$ cat config.mk
export PLATFORM = sky130hd
export DESIGN_NAME = alu16_op_sequencer
export DESIGN_NICKNAME = d
export VERILOG_FILES = /design/src/rtl/alu16_op_sequencer.sv
export SDC_FILE = /design/constraint.sdc
export NUM_CORES = 1
export LEC_CHECK = 0
export CAP_MARGIN = 0
export CORE_MARGIN = 3
export CORE_UTILIZATION = 55
export CTS_BUF_LIST = sky130_fd_sc_hd__clkbuf_8
export CTS_CLUSTER_DIAMETER = 100
export DETAILED_ROUTE_END_ITERATION = 8
export DONT_BUFFER_PORTS = 1
export PLACE_DENSITY = 0.75
export SYNTH_ARGS = -nofsm -noshare
export SYNTH_HDL_FRONTEND = slang
export SYNTH_SLANG_ARGS = --single-unit
$ cat constraint.sdc
create_clock -name clk -period 2.2 [get_ports clk]
set_clock_uncertainty 0.15 [all_clocks]
set_input_delay 0 -clock clk [delete_from_list [all_inputs] [get_ports clk]]
set_output_delay 0 -clock clk [all_outputs]
set_load 0.05 [all_outputs]
$ cat src/rtl/alu16_op_sequencer.sv
`default_nettype none
// ============================================================================
// Module   : alu16_op_sequencer
// Brief    : Command-driven master for the 16-bit ALU bus with programmable
//            settle time, carry chaining and a FWFT response FIFO.
// Revision : 1.0 - initial release
// ============================================================================
module alu16_op_sequencer #(
    parameter int SETTLE_CYCLES = 1,
    parameter int RSP_DEPTH     = 4
) (
    input  logic        clk,
    input  logic        rst,
    input  logic        cmd_valid,
    output logic        cmd_ready,
    input  logic [15:0] cmd_a,
    input  logic [15:0] cmd_b,
    input  logic [3:0]  cmd_op,
    input  logic        cmd_mode,
    input  logic        cmd_cin,
    input  logic        cmd_chain,
    output logic [15:0] operand_a,
    output logic [15:0] operand_b,
    output logic [3:0]  opcode,
    output logic        mode,
    output logic        carry_in,
    input  logic [15:0] result,
    input  logic        carry_out,
    input  logic        nBo,
    input  logic        nGo,
    output logic        rsp_valid,
    input  logic        rsp_ready,
    output logic [15:0] rsp_result,
    output logic        rsp_cout,
    output logic        rsp_nbo,
    output logic        rsp_ngo,
    output logic        busy
);

    localparam int              c_ptr_w       = (RSP_DEPTH > 1) ? $clog2(RSP_DEPTH) : 1;
    localparam int              c_cnt_w       = c_ptr_w + 1;
    localparam logic [c_cnt_w-1:0] c_depth    = c_cnt_w'(RSP_DEPTH);
    localparam logic [3:0]      c_settle_init = 4'(SETTLE_CYCLES - 1);

    localparam logic [0:0]      c_st_idle     = 1'b0;
    localparam logic [0:0]      c_st_wait     = 1'b1;

    logic [0:0]         r_state;
    logic [3:0]         r_settle_cnt;
    logic               r_carry_q;

    logic [18:0]        r_mem [RSP_DEPTH];
    logic [c_ptr_w-1:0] r_wr_ptr;
    logic [c_ptr_w-1:0] r_rd_ptr;
    logic [c_cnt_w-1:0] r_count;

    logic               w_accept;
    logic               w_capture;
    logic               w_pop;

    // Accept only with a free slot, so a later capture can never overflow.
    assign cmd_ready = !rst && (r_state == c_st_idle) && (r_count < c_depth);
    assign w_accept  = cmd_valid && cmd_ready;
    assign w_capture = (r_state == c_st_wait) && (r_settle_cnt == 4'd0);
    assign rsp_valid = (r_count != '0);
    assign w_pop     = rsp_valid && rsp_ready;
    assign busy      = (r_state == c_st_wait);

    always_ff @(posedge clk) begin
        if (rst) begin
            r_state      <= c_st_idle;
            r_settle_cnt <= 4'd0;
            r_carry_q    <= 1'b0;
            operand_a    <= 16'd0;
            operand_b    <= 16'd0;
            opcode       <= 4'd0;
            mode         <= 1'b0;
            carry_in     <= 1'b0;
        end else begin
            case (r_state)
                c_st_idle: begin
                    if (w_accept) begin
                        operand_a    <= cmd_a;
                        operand_b    <= cmd_b;
                        opcode       <= cmd_op;
                        mode         <= cmd_mode;
                        carry_in     <= cmd_chain ? r_carry_q : cmd_cin;
                        r_settle_cnt <= c_settle_init;
                        r_state      <= c_st_wait;
                    end
                end
                c_st_wait: begin
                    if (r_settle_cnt != 4'd0) begin
                        r_settle_cnt <= r_settle_cnt - 4'd1;
                    end else begin
                        r_carry_q <= carry_out;
                        r_state   <= c_st_idle;
                    end
                end
                default: r_state <= c_st_idle;
            endcase
        end
    end

    always_ff @(posedge clk) begin
        if (rst) begin
            r_wr_ptr <= '0;
            r_rd_ptr <= '0;
            r_count  <= '0;
        end else begin
            if (w_capture) begin
                r_wr_ptr <= r_wr_ptr + c_ptr_w'(1);
            end
            if (w_pop) begin
                r_rd_ptr <= r_rd_ptr + c_ptr_w'(1);
            end
            case ({w_capture, w_pop})
                2'b10:   r_count <= r_count + c_cnt_w'(1);
                2'b01:   r_count <= r_count - c_cnt_w'(1);
                default: r_count <= r_count;
            endcase
        end
    end

    // Storage needs no reset: an entry is only visible once the count covers it.
    always_ff @(posedge clk) begin
        if (w_capture && !rst) begin
            r_mem[r_wr_ptr] <= {result, carry_out, nBo, nGo};
        end
    end

    assign {rsp_result, rsp_cout, rsp_nbo, rsp_ngo} = r_mem[r_rd_ptr];

endmodule
`default_nettype wire

==> run metrics, run 1 <==
ANT nets after route=0; Relative slew margins=64.5%; Via density=5.45; RR Startpoint=r_settle_cnt[1]; largest area contributor in the netlist=edfxtp_1; worst-case clock buffer depth=2; most common cell in the netlist=nand2_1; GPL Wtd Cong=0.763; core area=8340 um^2; FF-to-FF End=r_count[2]; maximum vdd drop=503 uV; clock sink count=129; Worst Setup Start Kind=flip-flop; crit end category=flip-flop; type of the worst setup path=flip-flop to flip-flop; die span in x=99.3 um; cts bufs inserted=17; drt initial violations=99; Root Driver=clkbuf_8; status=finished clean; worst-path fanout max=3; Worst-Margin Slew=532 ps; f_max=0.461 GHz; ys flop type=edfxtp_1; Yosys top cell area share=47.7%; number of synthesized flops with an enable pin=76; worst hold margin=50.8 ps; largest net degree at the start of global routing=56; Cells after Synth=348; CTS clock-pin slew for the worst setup and hold paths=80 ps; synthesis-to-finish area growth=28.9%; DP Wirelength=5.33 mm; Initial Utilization=57.4%; layout cells sized above 1=18.8%; pwr dens=952 nW/um^2; Top Ports=122; Final nets=503; diode count=0; Worst EP arrival=2380 ps; routed vias=3,008; syn_nets=417; filler instances=512; first-pass detailed-route iteration total=4; Async SR Flop Fraction=0%; Die Height=99.3 um; largest cells by area after synthesis=edfxtp_1, dfxtp_1, mux4_2; Yosys warning total=0; top cells by count, synth=nand2_1, edfxtp_1, dfxtp_1, a21oi_1, mux4_2; RSZ-0062 raised after global routing=yes; row cnt=33; Worst Path Required=2400 ps; wire length per cell=17.1 um; drc violations=0; synthesis-stage register bit count=129; Power, Total=5.88 mW; post-synthesis sequential area ratio=69.9%; Max Cap Viol=0; # port buffers=0; total global-route track usage=20.2%; period utilisation layout=98.7%; first-pass GRT wire length=15.4 mm; LEAKAGE=2.11 nW; grt ovf=0; CTS tree=done; minimum clock period=2170 ps; # setup viols final=0; Hold WC Path Type=input pin to output pin; Clk Latency, worst-skew pair=420 ps; vias in the first global route=3,179; H-tree depth=4; die area=9860 um^2; CP Launch Point=r_settle_cnt[1]; Hold Path Origin=rst; Final Hold Fails=0; Synth Cell Area=4790 um^2; syn avg cell area=13.8 um^2; routed wire length=9.43 mm; Synth cell types=34; crit path capture=r_count[2]; Pins Over Slew Limit=0; setup total negative slack=0 ps; antenna violations before repair=0; R2R setup slack=30 ps; R2R depth=10
[cells by family after synthesis]
group,Yosys count,synth area share [%]
adders and majority gates,7,1.99
DFF,129,69.9
and+or+nand+nor,107,9.80
AOI/OAI and AO/OA,51,5.70
buffers and inverters,29,2.56
muxes,21,9.36
xor gates and xnor gates,4,0.732
[routing by layer]
layer	up-vias	wire (um)	GRT usage, %
met5	-	0	0
met4	0	78	5.67
met3	9	783	8.20
met2	119	4690	33.2
met1	1451	3870	24.9
li1	1429	-	-
[timing repair]
item	in CTS	in global routing
hold buffers	67	0
buffers inserted	3	2
endpoints found under the setup margin	1	6
resized for setup	3	7
endpoints found under the hold margin	155	0
pin swaps	4	3
[worst max-delay path, cell delays in order, from the launching register on]
cell	delay, ps
dfxtp_2	350
inv_2	40
ha_4	140
and4bb_2	220
inv_2	80
ha_4	130
inv_2	30
fa_2	350
xor2_2	160
or3_1	310
a21oi_1	140
[flip-flops by register name, summed over array words and instances (netlist names), named ones only]
register      cells
opcode            4
carry_in          1
r_settle_cnt      4
busy              1
r_carry_q         1
r_mem            76
operand_a        16
r_wr_ptr          2
mode              1
r_count           3
r_rd_ptr          2
operand_b        16
[worst min path at each step]
stage                      endpoint  slack [ps]  depth (start not counted)
floorplan               r_mem[0][0]         -50                          0
global placement    r_settle_cnt[0]         -80                          1
detailed placement             busy         -80                          1
CTS                       cmd_ready          50                          2
global route              cmd_ready          50                          2
finish                    cmd_ready          50                          2
[cell usage in the layout, fill, tap and decap left out, types with 3 or more instances in the layout]
master,netlist,routed
buf_12,0,6
clkinvlp_4,0,3
mux4_2,19,19
buf_4,1,14
a21oi_1,45,45
or3_1,3,3
inv_6,0,6
dfxtp_1,53,50
nand2_1,81,81
inv_1,10,6
clkbuf_8,0,17
ha_1,6,4
nor3_1,3,3
edfxtp_1,76,76
and3_1,4,4
inv_2,0,4
dfxtp_2,0,3
nor2_1,8,8
dlygate4sd3_1,0,66
[per-stage QoR]
step	cells	cell area, um^2	setup slack, ps	util (%)
global route	552	6170	-44.1	74.0
floorplan	348	4810	9.35	-
finish	552	6170	28.6	74.0
CTS	550	6130	0.0953	73.4
detailed placement	448	5020	-27.2	60.1
global placement	448	5020	60.8	60.1
[layout make-up]
class / count / area (um^2) / share of cell area [%]
flip-flops and latches: 129 / 3350 / 54.2
multi-input cells: 190 / 1360 / 22.1
repair buffers: 86 / 886 / 14.4
clock buffers: 17 / 234 / 3.79
clock inverters: 15 / 171 / 2.78
well taps: 105 / 131 / 2.13
inverters: 10 / 37.5 / 0.608
[power breakdown]
group	leakage, nW	total [mW]	switching, mW	internal [mW]
sequential	1.12	2.83	0.193	2.63
combinational	0.792	1.02	0.645	0.377
clock	0.198	2.03	0.988	1.04
total	2.11	5.88	1.83	4.05
(Power assumes the default switching activity.)
==> run 2, diff against run 1 <==
Settings changed: BUFFER_PORTS_ARGS from default to -buffer_cell sky130_fd_sc_hd__buf_2, CORE_UTILIZATION 55 to 49, DONT_BUFFER_PORTS 1 to default, PLACE_DENSITY 0.75 to 0.8.
==> run 2 against run 1 <==
Effect of this change:
- the run now ends with setup timing left
- global-route usage grew 0.52 points
- sequential share of layout area down 4.7 points
- worst hold slack better by 130 ps
- register-to-register slack got worse by 60 ps
- via count rose by 16%
- non-clock buffer count is 119 higher
- largest cell class unchanged
==> run metrics, run 2 (synthesis results as in run 1) <==
Relative slew margins=69.6% (+5.2 points); type of the worst setup path=flip-flop to flip-flop; Root Driver=clkbuf_8; Reg with most FFs=r_mem; Pins Over Slew Limit=0 (unchanged); Worst Path Required=2400 ps (about the same); row cnt=35 (+6.1%); filler instances=627 (+22%); Max Cap Viol=0 (unchanged); GPL Wtd Cong=0.817 (+7.1%); die span in x=105 um (+5.6%); cts bufs inserted=17 (unchanged); drt initial violations=162 (+64%); failing checks=setup timing; Worst EP arrival=2430 ps (+50 ps); # setup viols final=1 (+1); max FFs per register=76 (unchanged); f_max=0.449 GHz (-2.5%); RSZ-0062 raised after global routing=yes; worst-path fanout max=2 (-1); minimum clock period=2230 ps (+56.0 ps); core area=9370 um^2 (+12%); Clk Latency, worst-skew pair=420 ps (about the same); commonest non-fill, non-tap cell in the layout=buf_2; antenna violations before repair=0 (unchanged); first-pass GRT wire length=17.9 mm (+16%); layout cells sized above 1=36.0% (+17 points); ANT nets after route=0 (unchanged); Final nets=622 (+24%); total global-route track usage=20.7% (+0.52 points); Die Height=105 um (+5.6%); synthesis-to-finish area growth=41.3%; DP Wirelength=6.30 mm (+18%); final setup margin=-27.5 ps (-56.0 ps); Initial Utilization=51.1% (-6.3 points); maximum vdd drop=476 uV (-5.4%); LEAKAGE=2.62 nW (+24%); Hold WC Path Type=input pin to flip-flop; RR Startpoint=r_settle_cnt[1]; wire length per cell=15.7 um (-7.8%); grt ovf=0 (unchanged); vias in the first global route=3,776 (+19%); diode count=0 (unchanged); routed wire length=10.9 mm (+16%); Via density=5.04 (-7.5%); period utilisation layout=101% (+2.5 points); # port buffers=121 (+121); Power, Total=5.94 mW (+1.2%); CTS clock-pin slew for the worst setup and hold paths=80 ps (about the same); crit path capture=r_count[2]; H-tree depth=4 (unchanged); Worst Setup Start Kind=flip-flop; CTS tree=done; most frequent cells in the layout=buf_2, nand2_1, edfxtp_1; pwr dens=879 nW/um^2 (-7.7%); Top Ports=122 (unchanged); clock sink count=129 (unchanged); R2R setup slack=-30 ps (-60 ps); setup total negative slack=-27.5 ps (-27.5 ps); largest net degree at the start of global routing=40 (-29%); FF-to-FF End=r_count[2]; first-pass detailed-route iteration total=4 (unchanged); crit end category=flip-flop; Worst-Margin Slew=454 ps (-77.8 ps); CP Launch Point=r_settle_cnt[1]; die area=11,000 um^2 (+11%); drc violations=0 (unchanged); Final Hold Fails=0 (unchanged); worst-case clock buffer depth=2 (unchanged); status=complete, but fails checks; R2R depth=10 (unchanged); Regs by FF count=r_mem: 76 flops, operand_a: 16 flops, operand_b: 16 flops; routed vias=3,504 (+16%)
[run 2: how the worst min path moves through the flow]
stage / from / endpoint / depth (start not counted)
finish: result[0] / r_mem[3][3] / 2
global route: result[2] / r_mem[1][5] / 2
CTS: result[7] / r_mem[1][10] / 2
detailed placement: result[0] / r_mem[3][3] / 1
global placement: result[12] / r_mem[2][15] / 1
floorplan: nGo / r_mem[0][0] / 0
[run 2: power by group]
group	switching, mW	internal [mW]	leakage (nW)	total [mW]
Clock	0.946	1.01	0.183	1.96
Sequential	0.0473	2.63	1.12	2.68
Combinational	0.831	0.473	1.32	1.30
[run 2: per-stage QoR]
stage | instances | hold slack [ps] | util (%) | setup slack (ps) | area [um^2]
3_5_place_dp | 593 | 71.3 | 60.4 | -66.6 | 5660
6_report | 695 | 180 | 72.2 | -27.5 | 6760
5_1_grt | 695 | 174 | 72.2 | -109 | 6760
2_1_floorplan | 348 | -51.1 | - | 9.35 | 4810
4_1_cts | 692 | 162 | 71.9 | -12.3 | 6740
3_3_place_gp | 593 | 61.8 | 60.4 | 65.1 | 5660
[run 2: worst max-delay path, cell delays in order, from the launching register on]
cell,delay (ps)
dfxtp_2,340
inv_2,50
ha_4,150
and4bb_2,240
inv_2,80
ha_4,140
inv_2,40
fa_2,330
xor2_1,160
or3_4,340
a21oi_2,160
[run 2: what timing repair did]
action	4_1_cts	5_1_grt
hold buffers	65	0
setup buffers	2	3
endpoints found under the hold margin	128	0
gates resized for setup	6	1
cloned	0	0
endpoints found under the setup margin	1	3
pin swaps	1	2
[run 2: cell type report]
| type | instances | area, um^2 | share of cell area (%) |
|---|---|---|---|
| multi-input cells | 190 | 1370 | 20.2 |
| flip-flops and latches | 129 | 3350 | 49.5 |
| repair buffers | 205 | 1460 | 21.6 |
| well taps | 129 | 161 | 2.39 |
| clock buffers | 17 | 234 | 3.46 |
| clock inverters | 15 | 156 | 2.31 |
| inverters | 10 | 37.5 | 0.555 |
[run 2: routing by layer]
layer,share of wire [%],up-vias,track usage (%)
li1,-,1666,-
met1,41,1686,24.3
met2,51,133,36.0
met3,6.8,19,6.86
met4,1.5,0,6.47
met5,0,-,0
==> run 3, diff against run 2 <==
Settings changed: ABC_CLOCK_PERIOD_IN_PS from default to 2200, CORE_UTILIZATION 49 to 47, CTS_BUF_LIST sky130_fd_sc_hd__clkbuf_8 to default, PLACE_DENSITY 0.8 to 0.77, SLEW_MARGIN from default to 20.
==> run 3 against run 2 <==
Effect of this change:
- wire length up 0.48%
- die area up 4.0%
- critical path depth unchanged
- utilization down 1.3 points
- fmax down 1.2%
- critical endpoint unchanged
- the run still ends with setup timing left
- largest power group is now clock
- combinational power about the same
- non-clock buffer count down 5
- largest cell class unchanged
- sequential share of layout area down 1.4 points
==> run metrics, run 3 (synthesis results as in run 1) <==
Root Driver=clkbuf_8; Worst-Margin Slew=420 ps (-34.7 ps); Final Hold Fails=0 (unchanged); crit end category=flip-flop; RR Startpoint=r_settle_cnt[0]; period utilisation layout=103% (+1.3 points); RSZ-0062 raised after global routing=yes; largest net degree at the start of global routing=40 (unchanged); H-tree depth=4 (unchanged); final setup margin=-55.5 ps (-28.0 ps); total global-route track usage=20.7% (-0.021 points); vias in the first global route=3,726 (-1.3%); dpl cells=597 (+0.67%); Critical path buffers and inverters=3 (unchanged); cts bufs inserted=17 (unchanged); Hold Path Origin=nBo; CP Cell Sequence=inv_1 -> ha_2 -> and4bb_2 -> inv_2 -> ha_4 -> inv_1 -> fa_2 -> xor2_1 -> or3_4 -> a21oi_2; most frequent CP cell=inv_1; Top Ports=122 (unchanged); clock sink count=129 (unchanged); Finished Layout Cells=694 (-0.14%); filler instances=654 (+4.3%); die span in x=107 um (+2.0%); synthesis-to-finish area growth=45.4%; die area=11,400 um^2 (+4.0%); drc violations=0 (unchanged); Initial Utilization=48.7% (-2.3 points); worst-case clock buffer depth=2 (unchanged); CTS tree=done; # port buffers=121 (unchanged); ANT nets after route=0 (unchanged); Relative slew margins=71.7% (+2.0 points); pwr dens=1010 nW/um^2 (+14%); failing checks=setup timing; wire length per cell=15.8 um (+0.63%); first-pass GRT wire length=18.3 mm (+2.2%); CP max-delay cell=or3_4; R2R depth=10 (unchanged); status=complete, but fails checks; layout cells sized above 1=35.7% (-0.39 points); FF-to-FF End=r_count[2]; antenna violations before repair=0 (unchanged); minimum clock period=2260 ps (+28.0 ps); LEAKAGE=2.72 nW (+3.9%); hold depth=2 (unchanged); first-pass detailed-route iteration total=6 (+2); Hold WC Path Type=input pin to flip-flop; worst-path fanout max=2 (unchanged); Pins Over Slew Limit=0 (unchanged); Die Height=107 um (+2.0%); drt initial violations=198 (+22%); GPL Wtd Cong=0.771 (-5.6%); routed wire length=11.0 mm (+0.48%); Worst Path Required=2480 ps (+80 ps); Worst EP arrival=2530 ps (+100 ps); R2R setup slack=-60 ps (-30 ps); CP max stage delay=360 ps (+20 ps); most frequent cells in the layout=buf_2, nand2_1, edfxtp_1; grt ovf=0 (unchanged); hold path endpoint=r_mem[3][1]; Via density=5.02 (-0.37%); Clk Latency, worst-skew pair=490 ps (+70 ps); maximum vdd drop=573 uV (+20%); core area=9820 um^2 (+4.8%); Final nets=617 (-0.80%); row cnt=36 (+2.9%); Largest delay share family, worst path=adder cells; setup total negative slack=-55.5 ps (-28.0 ps); Regs by FF count=r_mem: 76 flops, operand_a: 16 flops, operand_b: 16 flops; # setup viols final=1 (unchanged); commonest non-fill, non-tap cell in the layout=buf_2; worst hold margin=112 ps (-68.2 ps); Reg with most FFs=r_mem; type of the worst setup path=flip-flop to flip-flop; DP Wirelength=6.33 mm (+0.55%); Max Cap Viol=0 (unchanged); diode count=0 (unchanged); max FFs per register=76 (unchanged); f_max=0.443 GHz (-1.2%); CTS clock-pin slew for the worst setup and hold paths=60 ps (-20 ps); routed vias=3,486 (-0.51%); Worst Setup Start Kind=flip-flop
-- run 3: cell count changes in the layout (fill, tap and decap cells not counted), sizes merged --
| cell | previous run | this run |
|---|---|---|
| clkinvlp | 6 | 1 |
| clkinv | 1 | 5 |
| clkbuf | 17 | 18 |
| inv | 16 | 13 |
| dlygate4sd3 | 65 | 61 |
| buf | 140 | 139 |
| bufinv | 2 | 5 |
-- run 3: cell type report --
class                           count  area (um^2)  share of cell area, %
Clock buffer                       18          418                   6.01
Clock inverter                     14          228                   3.27
Inverter                           10         37.5                  0.540
Multi-Input combinational cell    190         1360                   19.5
Sequential cell                   129         3350                   48.1
Tap cell                          133          166                   2.39
Timing Repair Buffer              200         1410                   20.2
-- run 3: timing repair --
action                                 4_1_cts  5_1_grt
pin swaps                                    1        3
endpoints found under the hold margin      129        0
setup endpoints to repair                    1        7
gates resized for setup                      2        2
hold buffers                                61        0
buffers inserted                             2        2
-- run 3: power by group --
group,total (mW),switching [mW],internal [mW]
Combinational,1.29,0.827,0.465
Clock,3.01,1.04,1.98
Sequential,2.69,0.0484,2.64
-- run 3: worst max path at each step --
stage,start,to,slack (ps),cells past startpoint
floorplan,r_settle_cnt[0],r_count[2],9,10
global placement,r_settle_cnt[0],r_count[2],60,10
detailed placement,r_settle_cnt[1],r_count[2],-30,10
CTS,r_settle_cnt[0],r_count[2],8,10
global route,r_settle_cnt[0],r_count[2],-140,10
finish,r_settle_cnt[0],r_count[2],-60,10
-- run 3: per-stage QoR --
| step | utilization, % | power, mW | setup slack [ps] | area [um^2] |
|---|---|---|---|---|
| after floorplan | - | 3.65 | 9.35 | 4810 |
| after global placement | 57.6 | 3.91 | 63.7 | 5660 |
| after detailed placement | 57.6 | 3.93 | -29.7 | 5660 |
| after CTS | 70.6 | 7.05 | 8.29 | 6930 |
| after global routing | 70.8 | 7.25 | -144 | 6960 |
| final | 70.8 | 6.99 | -55.5 | 6960 |
-- run 3: layer usage --
layer  track usage [%]  wire length (um)  up-vias
li1                  -                 -     1660
met4              7.58               115        0
met3              6.32               743       10
met2              35.8              5770      123
met5                 0                 0        -
met1              24.3              4370     1693
